--- src/rtl/pipe_control.sv ---
// Pipeline control for the 5-stage core: ID decode, ID/EX, EX/MEM and MEM/WB control registers, and hazard handling.
// Define CTRL_MUL_EN to decode MUL and enable the multi-cycle MUL stall FSM; otherwise MUL decodes as illegal.
module pipe_control #(
    parameter int ALU_OP_W    = 3,
    parameter int REG_ADDR_W  = 5,
    parameter int MUL_LATENCY = 4
) (
    input  logic                  clk,
    input  logic                  rst_n,
    input  logic                  in_valid,
    input  logic [31:0]           in_instruction,
    input  logic                  in_branch_taken,
    output logic                  out_stall,
    output logic                  out_flush,
    output logic                  out_illegal,
    output logic                  EX_alu_src,
    output logic [ALU_OP_W-1:0]   EX_alu_op,
    output logic                  MEM_mem_write,
    output logic                  MEM_mem_read,
    output logic                  MEM_branch_inst,
    output logic                  WB_write_mem_to_reg,
    output logic                  WB_write_enable,
    output logic [REG_ADDR_W-1:0] WB_rd
);

    if (MUL_LATENCY < 1) begin : g_bad_mul_latency
        $error("pipe_control: MUL_LATENCY must be >= 1");
    end

    localparam logic [6:0] OPC_OP     = 7'b0110011;
    localparam logic [6:0] OPC_LOAD   = 7'b0000011;
    localparam logic [6:0] OPC_STORE  = 7'b0100011;
    localparam logic [6:0] OPC_BRANCH = 7'b1100011;
    localparam logic [6:0] OPC_OPIMM  = 7'b0010011;

    localparam logic [ALU_OP_W-1:0] ALU_ADD = ALU_OP_W'(0);
    localparam logic [ALU_OP_W-1:0] ALU_BR  = ALU_OP_W'(1);
    localparam logic [ALU_OP_W-1:0] ALU_R   = ALU_OP_W'(2);
    localparam logic [ALU_OP_W-1:0] ALU_I   = ALU_OP_W'(3);
`ifdef CTRL_MUL_EN
    localparam logic [ALU_OP_W-1:0] ALU_MUL = ALU_OP_W'(4);
    localparam int                  CNT_W   = $clog2(MUL_LATENCY + 1);
`endif

    typedef struct packed {
        logic                  valid;
        logic                  alu_src;
        logic [ALU_OP_W-1:0]   alu_op;
        logic                  mem_write;
        logic                  mem_read;
        logic                  branch;
        logic                  mem_to_reg;
        logic                  wen;
        logic [REG_ADDR_W-1:0] rd;
    } ex_ctrl_t;

    typedef struct packed {
        logic                  mem_write;
        logic                  mem_read;
        logic                  branch;
        logic                  mem_to_reg;
        logic                  wen;
        logic [REG_ADDR_W-1:0] rd;
    } mem_ctrl_t;

    typedef struct packed {
        logic                  mem_to_reg;
        logic                  wen;
        logic [REG_ADDR_W-1:0] rd;
    } wb_ctrl_t;

    logic [6:0] opcode;
    logic [2:0] funct3;
    logic [6:0] funct7;
    logic [4:0] rs1;
    logic [4:0] rs2;
    logic [4:0] rd_field;
    logic       mul_enc;

    assign opcode   = in_instruction[6:0];
    assign rd_field = in_instruction[11:7];
    assign funct3   = in_instruction[14:12];
    assign rs1      = in_instruction[19:15];
    assign rs2      = in_instruction[24:20];
    assign funct7   = in_instruction[31:25];
    assign mul_enc  = (opcode == OPC_OP) && (funct7 == 7'b0000001) && (funct3 == 3'b000);

    ex_ctrl_t  dec;
    logic      dec_illegal;
    logic      uses_rs1;
    logic      uses_rs2;
`ifdef CTRL_MUL_EN
    logic      dec_is_mul;
`endif

    always_comb begin
        dec         = '0;
        dec_illegal = 1'b0;
        uses_rs1    = 1'b0;
        uses_rs2    = 1'b0;
`ifdef CTRL_MUL_EN
        dec_is_mul  = 1'b0;
`endif
        if (in_valid) begin
            dec.valid = 1'b1;
            case (opcode)
                OPC_OP: begin
                    uses_rs1 = 1'b1;
                    uses_rs2 = 1'b1;
                    dec.wen  = 1'b1;
                    if (mul_enc) begin
`ifdef CTRL_MUL_EN
                        dec.alu_op = ALU_MUL;
                        dec_is_mul = 1'b1;
`else
                        dec_illegal = 1'b1;
`endif
                    end else begin
                        dec.alu_op = ALU_R;
                    end
                end
                OPC_LOAD: begin
                    uses_rs1       = 1'b1;
                    dec.alu_src    = 1'b1;
                    dec.alu_op     = ALU_ADD;
                    dec.mem_read   = 1'b1;
                    dec.mem_to_reg = 1'b1;
                    dec.wen        = 1'b1;
                end
                OPC_STORE: begin
                    uses_rs1      = 1'b1;
                    uses_rs2      = 1'b1;
                    dec.alu_src   = 1'b1;
                    dec.alu_op    = ALU_ADD;
                    dec.mem_write = 1'b1;
                end
                OPC_BRANCH: begin
                    uses_rs1   = 1'b1;
                    uses_rs2   = 1'b1;
                    dec.alu_op = ALU_BR;
                    dec.branch = 1'b1;
                end
                OPC_OPIMM: begin
                    uses_rs1    = 1'b1;
                    dec.alu_src = 1'b1;
                    dec.alu_op  = ALU_I;
                    dec.wen     = 1'b1;
                end
                default: dec_illegal = 1'b1;
            endcase
            // Writes to x0 are dropped; rd is only carried for instructions that write.
            if (rd_field == 5'd0) begin
                dec.wen = 1'b0;
            end
            dec.rd = dec.wen ? REG_ADDR_W'(rd_field) : '0;
            if (dec_illegal) begin
                dec      = '0;
                uses_rs1 = 1'b0;
                uses_rs2 = 1'b0;
            end
        end
    end

    ex_ctrl_t  ex;
    mem_ctrl_t mem;
    wb_ctrl_t  wb;
    logic      flush;
    logic      load_use;
    logic      mul_busy;
    logic      advance;

    assign flush    = in_branch_taken;
    assign load_use = ex.valid && ex.mem_read && (ex.rd != '0) &&
                      ((uses_rs1 && (REG_ADDR_W'(rs1) == ex.rd)) ||
                       (uses_rs2 && (REG_ADDR_W'(rs2) == ex.rd)));
    assign advance   = !flush && !mul_busy && !load_use;
    assign out_stall = !flush && (mul_busy || load_use);
    assign out_flush = flush;

`ifdef CTRL_MUL_EN
    typedef enum logic {IDLE, BUSY} mul_state_t;
    mul_state_t       state, state_next;
    logic [CNT_W-1:0] cnt, cnt_next;

    always_ff @(posedge clk) begin
        if (!rst_n) begin
            state <= IDLE;
            cnt   <= '0;
        end else begin
            state <= state_next;
            cnt   <= cnt_next;
        end
    end

    // A MUL sits in EX for MUL_LATENCY cycles; all but the last one stall the front end.
    always_comb begin
        state_next = state;
        cnt_next   = cnt;
        if (flush) begin
            state_next = IDLE;
            cnt_next   = '0;
        end else begin
            case (state)
                IDLE: begin
                    if (advance && dec_is_mul) begin
                        cnt_next = CNT_W'(MUL_LATENCY - 1);
                        if (MUL_LATENCY > 1) begin
                            state_next = BUSY;
                        end
                    end
                end
                BUSY: begin
                    cnt_next = cnt - CNT_W'(1);
                    if (cnt == CNT_W'(1)) begin
                        state_next = IDLE;
                    end
                end
                default: state_next = IDLE;
            endcase
        end
    end

    assign mul_busy = (state == BUSY);
`else
    assign mul_busy = 1'b0;
`endif

    always_ff @(posedge clk) begin
        if (!rst_n) begin
            ex          <= '0;
            mem         <= '0;
            wb          <= '0;
            out_illegal <= 1'b0;
        end else begin
            // ID/EX: bubble on flush or load-use, hold while a MUL is busy.
            if (flush || (!mul_busy && load_use)) begin
                ex <= '0;
            end else if (!mul_busy) begin
                ex <= dec;
            end
            out_illegal <= advance && dec_illegal;

            // EX/MEM
            if (flush || mul_busy) begin
                mem <= '0;
            end else begin
                mem.mem_write  <= ex.mem_write;
                mem.mem_read   <= ex.mem_read;
                mem.branch     <= ex.branch;
                mem.mem_to_reg <= ex.mem_to_reg;
                mem.wen        <= ex.wen;
                mem.rd         <= ex.rd;
            end

            // MEM/WB
            wb.mem_to_reg <= mem.mem_to_reg;
            wb.wen        <= mem.wen;
            wb.rd         <= mem.rd;
        end
    end

    assign EX_alu_src          = ex.alu_src;
    assign EX_alu_op           = ex.alu_op;
    assign MEM_mem_write       = mem.mem_write;
    assign MEM_mem_read        = mem.mem_read;
    assign MEM_branch_inst     = mem.branch;
    assign WB_write_mem_to_reg = wb.mem_to_reg;
    assign WB_write_enable     = wb.wen;
    assign WB_rd               = wb.rd;

endmodule
--- config.mk ---
export PLATFORM = sky130hd
export DESIGN_NAME = pipe_control
export DESIGN_NICKNAME = d
export VERILOG_FILES = /design/src/rtl/pipe_control.sv
export SDC_FILE = /design/constraint.sdc
export NUM_CORES = 1
export LEC_CHECK = 0
export BUFFER_PORTS_ARGS = -buffer_cell sky130_fd_sc_hd__clkbuf_2
export CAP_MARGIN = 25
export CORE_ASPECT_RATIO = 2
export CORE_MARGIN = 10
export CORE_UTILIZATION = 25
export DETAILED_ROUTE_END_ITERATION = 10
export HOLD_SLACK_MARGIN = 0.02
export PLACE_DENSITY = 0.46
export RECOVER_POWER = 50
export SYNTH_ARGS = -nofsm -noshare
export SYNTH_HDL_FRONTEND = slang
export SYNTH_SLANG_ARGS = --single-unit
--- constraint.sdc ---
create_clock -name clk -period 1.3 [get_ports clk]
set_input_delay 0 -clock clk [delete_from_list [all_inputs] [get_ports clk]]
set_output_delay 0 -clock clk [all_outputs]
set_load 0.005 [all_outputs]
==> reports/metrics.csv, run 1 <==
metric;value;unit
worst setup path category;reg2out;
Worst VDD drop;0.5205;mV
hpwl dp;2756;µm
DR vias;1079;
Worst setup SP type;flop;
DRT iter0 DRCs;11;
Final Hold Viols;0;
final clock skew;0.002828;ns
Core Region;0.004820;mm²
# fillers;515;
final WL;3251;µm
vias in the first global route;1248;
Final min period;1.457;ns
violated checks;setup timing;
syn avg cell area;10.10;µm²
Tot GR Track Use;8.305;%
Pleak;0.7383;nW
pre-CTS setup slack;-0.09242;ns
met2 GRT Util;15.86;%
Initial Util;25.36;%
FF+latch count, synth;30;
clock sinks;30;
Antenna diodes;0;
RSZ-0062 raised after global routing;true;
path category of the worst min-delay check;in2reg;
num rows;36;
sequential area share after synthesis;49.13;%
Cells after Synth;121;
Max FO, Critical Path;4;
fmax;686.4;MHz
outcome;finished with violations;
met3 Use GR;3.741;%
period utilization;112.1;%
DRC errors left;0;
Mapped Nets;157;
Max Buffers Root-to-Sink;2;
PwrDens;970.8;mW/mm²
Routed WL per cell;13.43;µm
most common cell after layout, fill and taps aside;clkbuf_2;
max cap viols;0;
die height;118.9;µm
layout cells sized above 1;47.57;%
Max Slew Vio Count;0;
Final ANT Viol Nets;0;
initial antenna violation count;0;
Largest register FFs;10;
Final Worst Setup Slack;-0.1568;ns
busiest grt layer;met2;
critical path required time;1.30;ns
largest net degree at the start of global routing;11;
P&R area growth vs syn;47.08;%
GP Congestion;0.8307;
CTS clock-pin slew for the worst setup and hold paths;0.06;ns
Inserted Clock Buffers;5;
final core utilization;37.31;%
most frequent cells in the layout;48 x clkbuf_2, 25 x dfxtp_1, 10 x nand3_1;
cell taking the most area after synthesis;dfxtp_1;
clk root buf;clkbuf_8;
CTS tree;yes;
H-tree depth;2;
Worst-Skew Late Latency;0.27;ns
Post-Syn Area;0.001222;mm²
synth top area cells;dfxtp_1 49%, and2_1 8.2%, xnor2_1 7.2%;
post-synth cell types;28;
synth warn;0;
# IOs;53;
die width;69.45;µm
Worst Path Arrival;1.46;ns
GR Overflow Total;0;
DR vias/cell;4.459;
Initial DRT Pass Iterations;4;
Largest Register;ex;
Port Buf Inserts;51;
final number of setup-violating endpoints;4;
fin nets;221;
die area;0.008256;mm²
Synth top area share;49.13;%
nature of the critical path endpoint;primary output;
global-route wire length before repair;5664;µm
GRT met1 Usage;7.070;%
[cells in the mapped netlist]
cell type and n:
nor2_1 3, nand4bb_1 1, nor4bb_2 1, nand2_1 3, a211oi_2 6, nand4_1 3
nor4_1 2, a21oi_1 8, o22ai_2 1, xnor2_1 10, dfxtp_1 30, a21oi_2 1
buf_4 6, nor2b_1 3, inv_1 2, and2_1 16, conb_1 1, o21ai_1 1
nand2_2 1, buf_2 2, nand3_1 10, a22oi_1 1, nand3b_1 1, nand2b_1 1
a211oi_1 2, and3b_1 1, a2111oi_1 1, nor3_1 3
[metrics by stage]
step | TNS [ns] | power (mW) | hold WS, ns | instances | area [µm²]
after floorplan | 0 | 1.005 | 0.02291 | 121 | 1222
after global placement | -0.07955 | 1.079 | 0.2427 | 227 | 1539
after detailed placement | -0.1782 | 1.080 | 0.2445 | 227 | 1539
after CTS | -0.8860 | 1.772 | 0.03481 | 241 | 1747
after global routing | -0.9992 | 1.824 | 0.06833 | 242 | 1798
final | -0.2319 | 1.745 | 0.05969 | 242 | 1798
[critical path: stages (launching register included)]
cell	delay, ns
dfxtp_4	0.36
xnor2_2	0.13
nand3_1	0.11
o22ai_2	0.21
nor4bb_4	0.22
buf_2	0.16
[power by group]
group	total [mW]	internal (mW)	switching [mW]	leakage, nW
Sequential	0.915	0.915	0.000379	0.245
Clock	0.667	0.358	0.310	0.0438
Combinational	0.163	0.0854	0.0774	0.449
Total	1.75	1.36	0.387	0.738
[kinds of logic after synthesis]
family	Yosys count	share of synthesized area [%]
flip-flops	30	49.13
AND/OR/NAND/NOR	49	24.05
other	1	0.3068
AO/OA/AOI/OAI	21	14.23
buffers and inverters	10	5.118
XOR/XNOR	10	7.164
[layout make-up]
cell class / instances / area (µm²) / area share (%)
clock buffer: 5 / 68.82 / 3.827
timing repair buffer: 65 / 392.9 / 21.85
sequential: 30 / 614.3 / 34.17
tap: 57 / 71.32 / 3.967
inverter: 2 / 7.507 / 0.4175
clock inverter: 2 / 10.01 / 0.5567
multi-input combinational: 81 / 633.1 / 35.21
[timing repair]
item,in CTS,in global routing
hold buffers,5,0
endpoints found under the hold margin,5,0
resized for setup,14,11
setup buffers,2,1
pin swaps,6,6
setup endpoints to repair,2,14
[routing by layer]
layer / up-vias / part of all wire, % / wire length [µm]
met5: - / 0 / 0
met4: 0 / 1.8 / 60
met3: 5 / 8.9 / 288
li1: 543 / - / -
met2: 50 / 55 / 1788
met1: 481 / 34 / 1113
[worst paths after layout]
| path | start | end | slack, ns | cells past startpoint |
|---|---|---|---|---|
| worst max register to register | ex[0] | ex[9] | -0.06 | 6 |
| worst max-delay path | ex[0] | out_stall | -0.16 | 5 |
| worst min-delay path | in_instruction[6] | ex[9] | 0.06 | 2 |
| worst min register to register | ex[5] | mem[5] | 0.43 | 1 |
No activity file was read; power rests on OpenSTA's default activity.
==> run 2, diff against run 1 <==
--- a/config.mk
+++ b/config.mk
@@ -12,7 +12,6 @@
 export CORE_UTILIZATION = 25
 export DETAILED_ROUTE_END_ITERATION = 10
 export HOLD_SLACK_MARGIN = 0.02
-export PLACE_DENSITY = 0.46
 export RECOVER_POWER = 50
 export SYNTH_ARGS = -nofsm -noshare
 export SYNTH_HDL_FRONTEND = slang
==> reports/metrics.csv, run 2 (synthesis results as in run 1) <==
metric;value;unit;change
largest stage delay on the critical path;0.34;ns;was 0.36 ns
layout cells sized above 1;46.77;%;was 47.57%
Final ANT Viol Nets;0;;unchanged
Max Slew Vio Count;0;;unchanged
global-route wire length before repair;5140;µm;was 5664 µm
DP Area;0.001554;mm²;was 0.001539 mm²
Worst setup SP type;flop;;unchanged
DR vias;1047;;was 1079
pre-CTS setup slack;-0.05515;ns;was -0.09242 ns
post-route cell area;0.001770;mm²;was 0.001798 mm²
Initial DRT Pass Iterations;4;;unchanged
Largest Register;ex;;unchanged
hold worst-path end;ex[6];;was ex[9]
max cap viols;0;;unchanged
Worst-Skew Late Latency;0.27;ns;about the same
period utilization;111.1;%;was 112.1%
hpwl dp;2633;µm;was 2756 µm
clock power share;38.1;%;was 38.2%
Max FO, Critical Path;4;;unchanged
fin nets;222;;was 221
Worst VDD drop;0.4934;mV;was 0.5205 mV
P_int;1.358;mW;about the same
Sw Ratio;21.93;%;was 22.20%
final number of setup-violating endpoints;10;;was 4
GR Overflow Total;0;;unchanged
Port Buf Inserts;51;;unchanged
Worst path slowest cell;dfxtp_2;;was dfxtp_4
FF+latch area;611.8;µm²;was 614.3 µm²
hold path depth;4;;was 2
DR vias/cell;4.309;;was 4.459
Tot Pwr;1.739;mW;was 1.745 mW
Final min period;1.445;ns;was 1.457 ns
Antenna diodes;0;;unchanged
hold_sp;in_instruction[4];;was in_instruction[6]
nature of the critical path endpoint;primary output;;unchanged
sw power;381.4;µW;was 387.5 µW
largest net degree at the start of global routing;11;;unchanged
# fillers;502;;was 515
num rows;36;;unchanged
Core Region;0.004820;mm²;unchanged
GP Congestion;0.7798;;was 0.8307
DRT iter0 DRCs;16;;was 11
final clock skew;0.003123;ns;was 0.002828 ns
fmax;692.1;MHz;was 686.4 MHz
vias in the first global route;1145;;was 1248
CTS clock-pin slew for the worst setup and hold paths;0.06;ns;about the same
Pleak;0.7335;nW;was 0.7383 nW
PwrDens;982.3;mW/mm²;was 970.8 mW/mm²
CTS tree;yes;;unchanged
RSZ-0062 raised after global routing;true;;unchanged
cells along the critical path;xnor2_1, nand4_1, o22ai_2, nor4bb_4, buf_2;;was xnor2_2, nand3_1, o22ai_2, nor4bb_4, buf_2
Final Hold Viols;0;;unchanged
clock sinks;30;;unchanged
die width;69.45;µm;unchanged
worst setup path category;reg2out;;unchanged
outcome;finished with violations;;unchanged
die area;0.008256;mm²;unchanged
final WL;3119;µm;was 3251 µm
Worst Path Arrival;1.44;ns;was 1.46 ns
clk root buf;clkbuf_8;;unchanged
critical path required time;1.30;ns;about the same
Min Hold Slack;0.05357;ns;was 0.05969 ns
Cell Count Post-Placement;229;;was 227
Inserted Clock Buffers;5;;unchanged
most common cell after layout, fill and taps aside;clkbuf_2;;unchanged
DRC errors left;0;;unchanged
Max Buffers Root-to-Sink;2;;unchanged
P&R area growth vs syn;44.83;%;was 47.08%
Crit Reg-Reg Endpoint;ex[2];;was ex[9]
crit-path leading delay family;flip-flops;;unchanged
Worst Path Buf+Inv;1;;unchanged
die height;118.9;µm;unchanged
combinational power share;9.2;%;was 9.3%
Tot GR Track Use;7.645;%;was 8.305%
Routed WL per cell;12.84;µm;was 13.43 µm
area of the multi-input gates;619.3;µm²;was 633.1 µm²
reg2reg start;ex[2];;was ex[0]
Sequential Power Share;52.8;%;was 52.4%
Initial Util;25.36;%;unchanged
r2r setup slk;-0.13;ns;was -0.06 ns
Non-Filler Instances;243;;was 242
# IOs;53;;unchanged
Largest register FFs;10;;unchanged
Final Worst Setup Slack;-0.1449;ns;was -0.1568 ns
violated checks;setup timing;;unchanged
cells on worst reg2reg path;6;;unchanged
H-tree depth;2;;unchanged
path category of the worst min-delay check;in2reg;;unchanged
most frequent cells in the layout;48 x clkbuf_2, 25 x dfxtp_1, 10 x nand3_1;;unchanged
initial antenna violation count;0;;unchanged
[run 2: cell types whose count changed in the layout (fill, tap and decap cells not counted), moves of 2 or more]
cell / delta
buf_4: +5
buf_6: -3
and2_1: +2
and2_0: -2
[run 2: cell type report]
class,count,area share [%]
Clock buffer,5,3.887
Clock inverter,2,0.5654
Timing Repair Buffer,66,21.55
Multi-Input combinational cell,81,34.98
Sequential cell,30,34.56
Tap cell,57,4.028
Inverter,2,0.4240
[run 2: how the worst max path moves through the flow]
stage	startpoint	end	slack, ns	depth (start not counted)
CTS	ex[0]	out_stall	-0.16	5
global placement	ex[0]	out_stall	-0.04	5
global route	ex[1]	out_stall	-0.27	5
floorplan	ex[4]	EX_alu_op[0]	0.10	5
finish	ex[1]	out_stall	-0.14	5
detailed placement	ex[0]	out_stall	-0.06	5
[run 2: layer usage]
metal  global-route usage (%)  part of all wire (%)  wire (µm)  up-vias
met4                    5.316                   1.8         57        0
li1                         -                     -          -      543
met5                        0                     0          0        -
met2                    13.74                    55       1724       39
met3                    1.746                   4.6        144        2
met1                    7.440                    38       1194      463
[run 2: power groups by stage]
stage	sequential (mW)	combinational (mW)	clock (mW)
2_1_floorplan	0.942	0.0626	0
3_3_place_gp	0.942	0.138	0
3_5_place_dp	0.942	0.139	0
4_1_cts	0.917	0.162	0.696
5_1_grt	0.917	0.178	0.733
6_report	0.917	0.160	0.662
[run 2: what timing repair did]
item / CTS / global route
endpoints found under the hold margin: 5 / 0
buffers inserted: 2 / 0
hold buffers: 5 / 0
setup endpoints to repair: 3 / 14
resized for setup: 15 / 2
pin swaps: 11 / 1
[run 2: worst min-delay path: stages]
cell      delay [ns]
clkbuf_2        0.13
nor3_1          0.06
nand2_1         0.06
a21oi_1         0.03
[run 2: per-stage QoR]
step | utilization (%) | setup TNS (ns)
6_report | 36.73 | -0.7650
5_1_grt | 36.73 | -2.810
4_1_cts | 36.63 | -0.7760
3_5_place_dp | 32.24 | -0.07856
3_3_place_gp | 32.24 | -0.07023
2_1_floorplan | - | 0
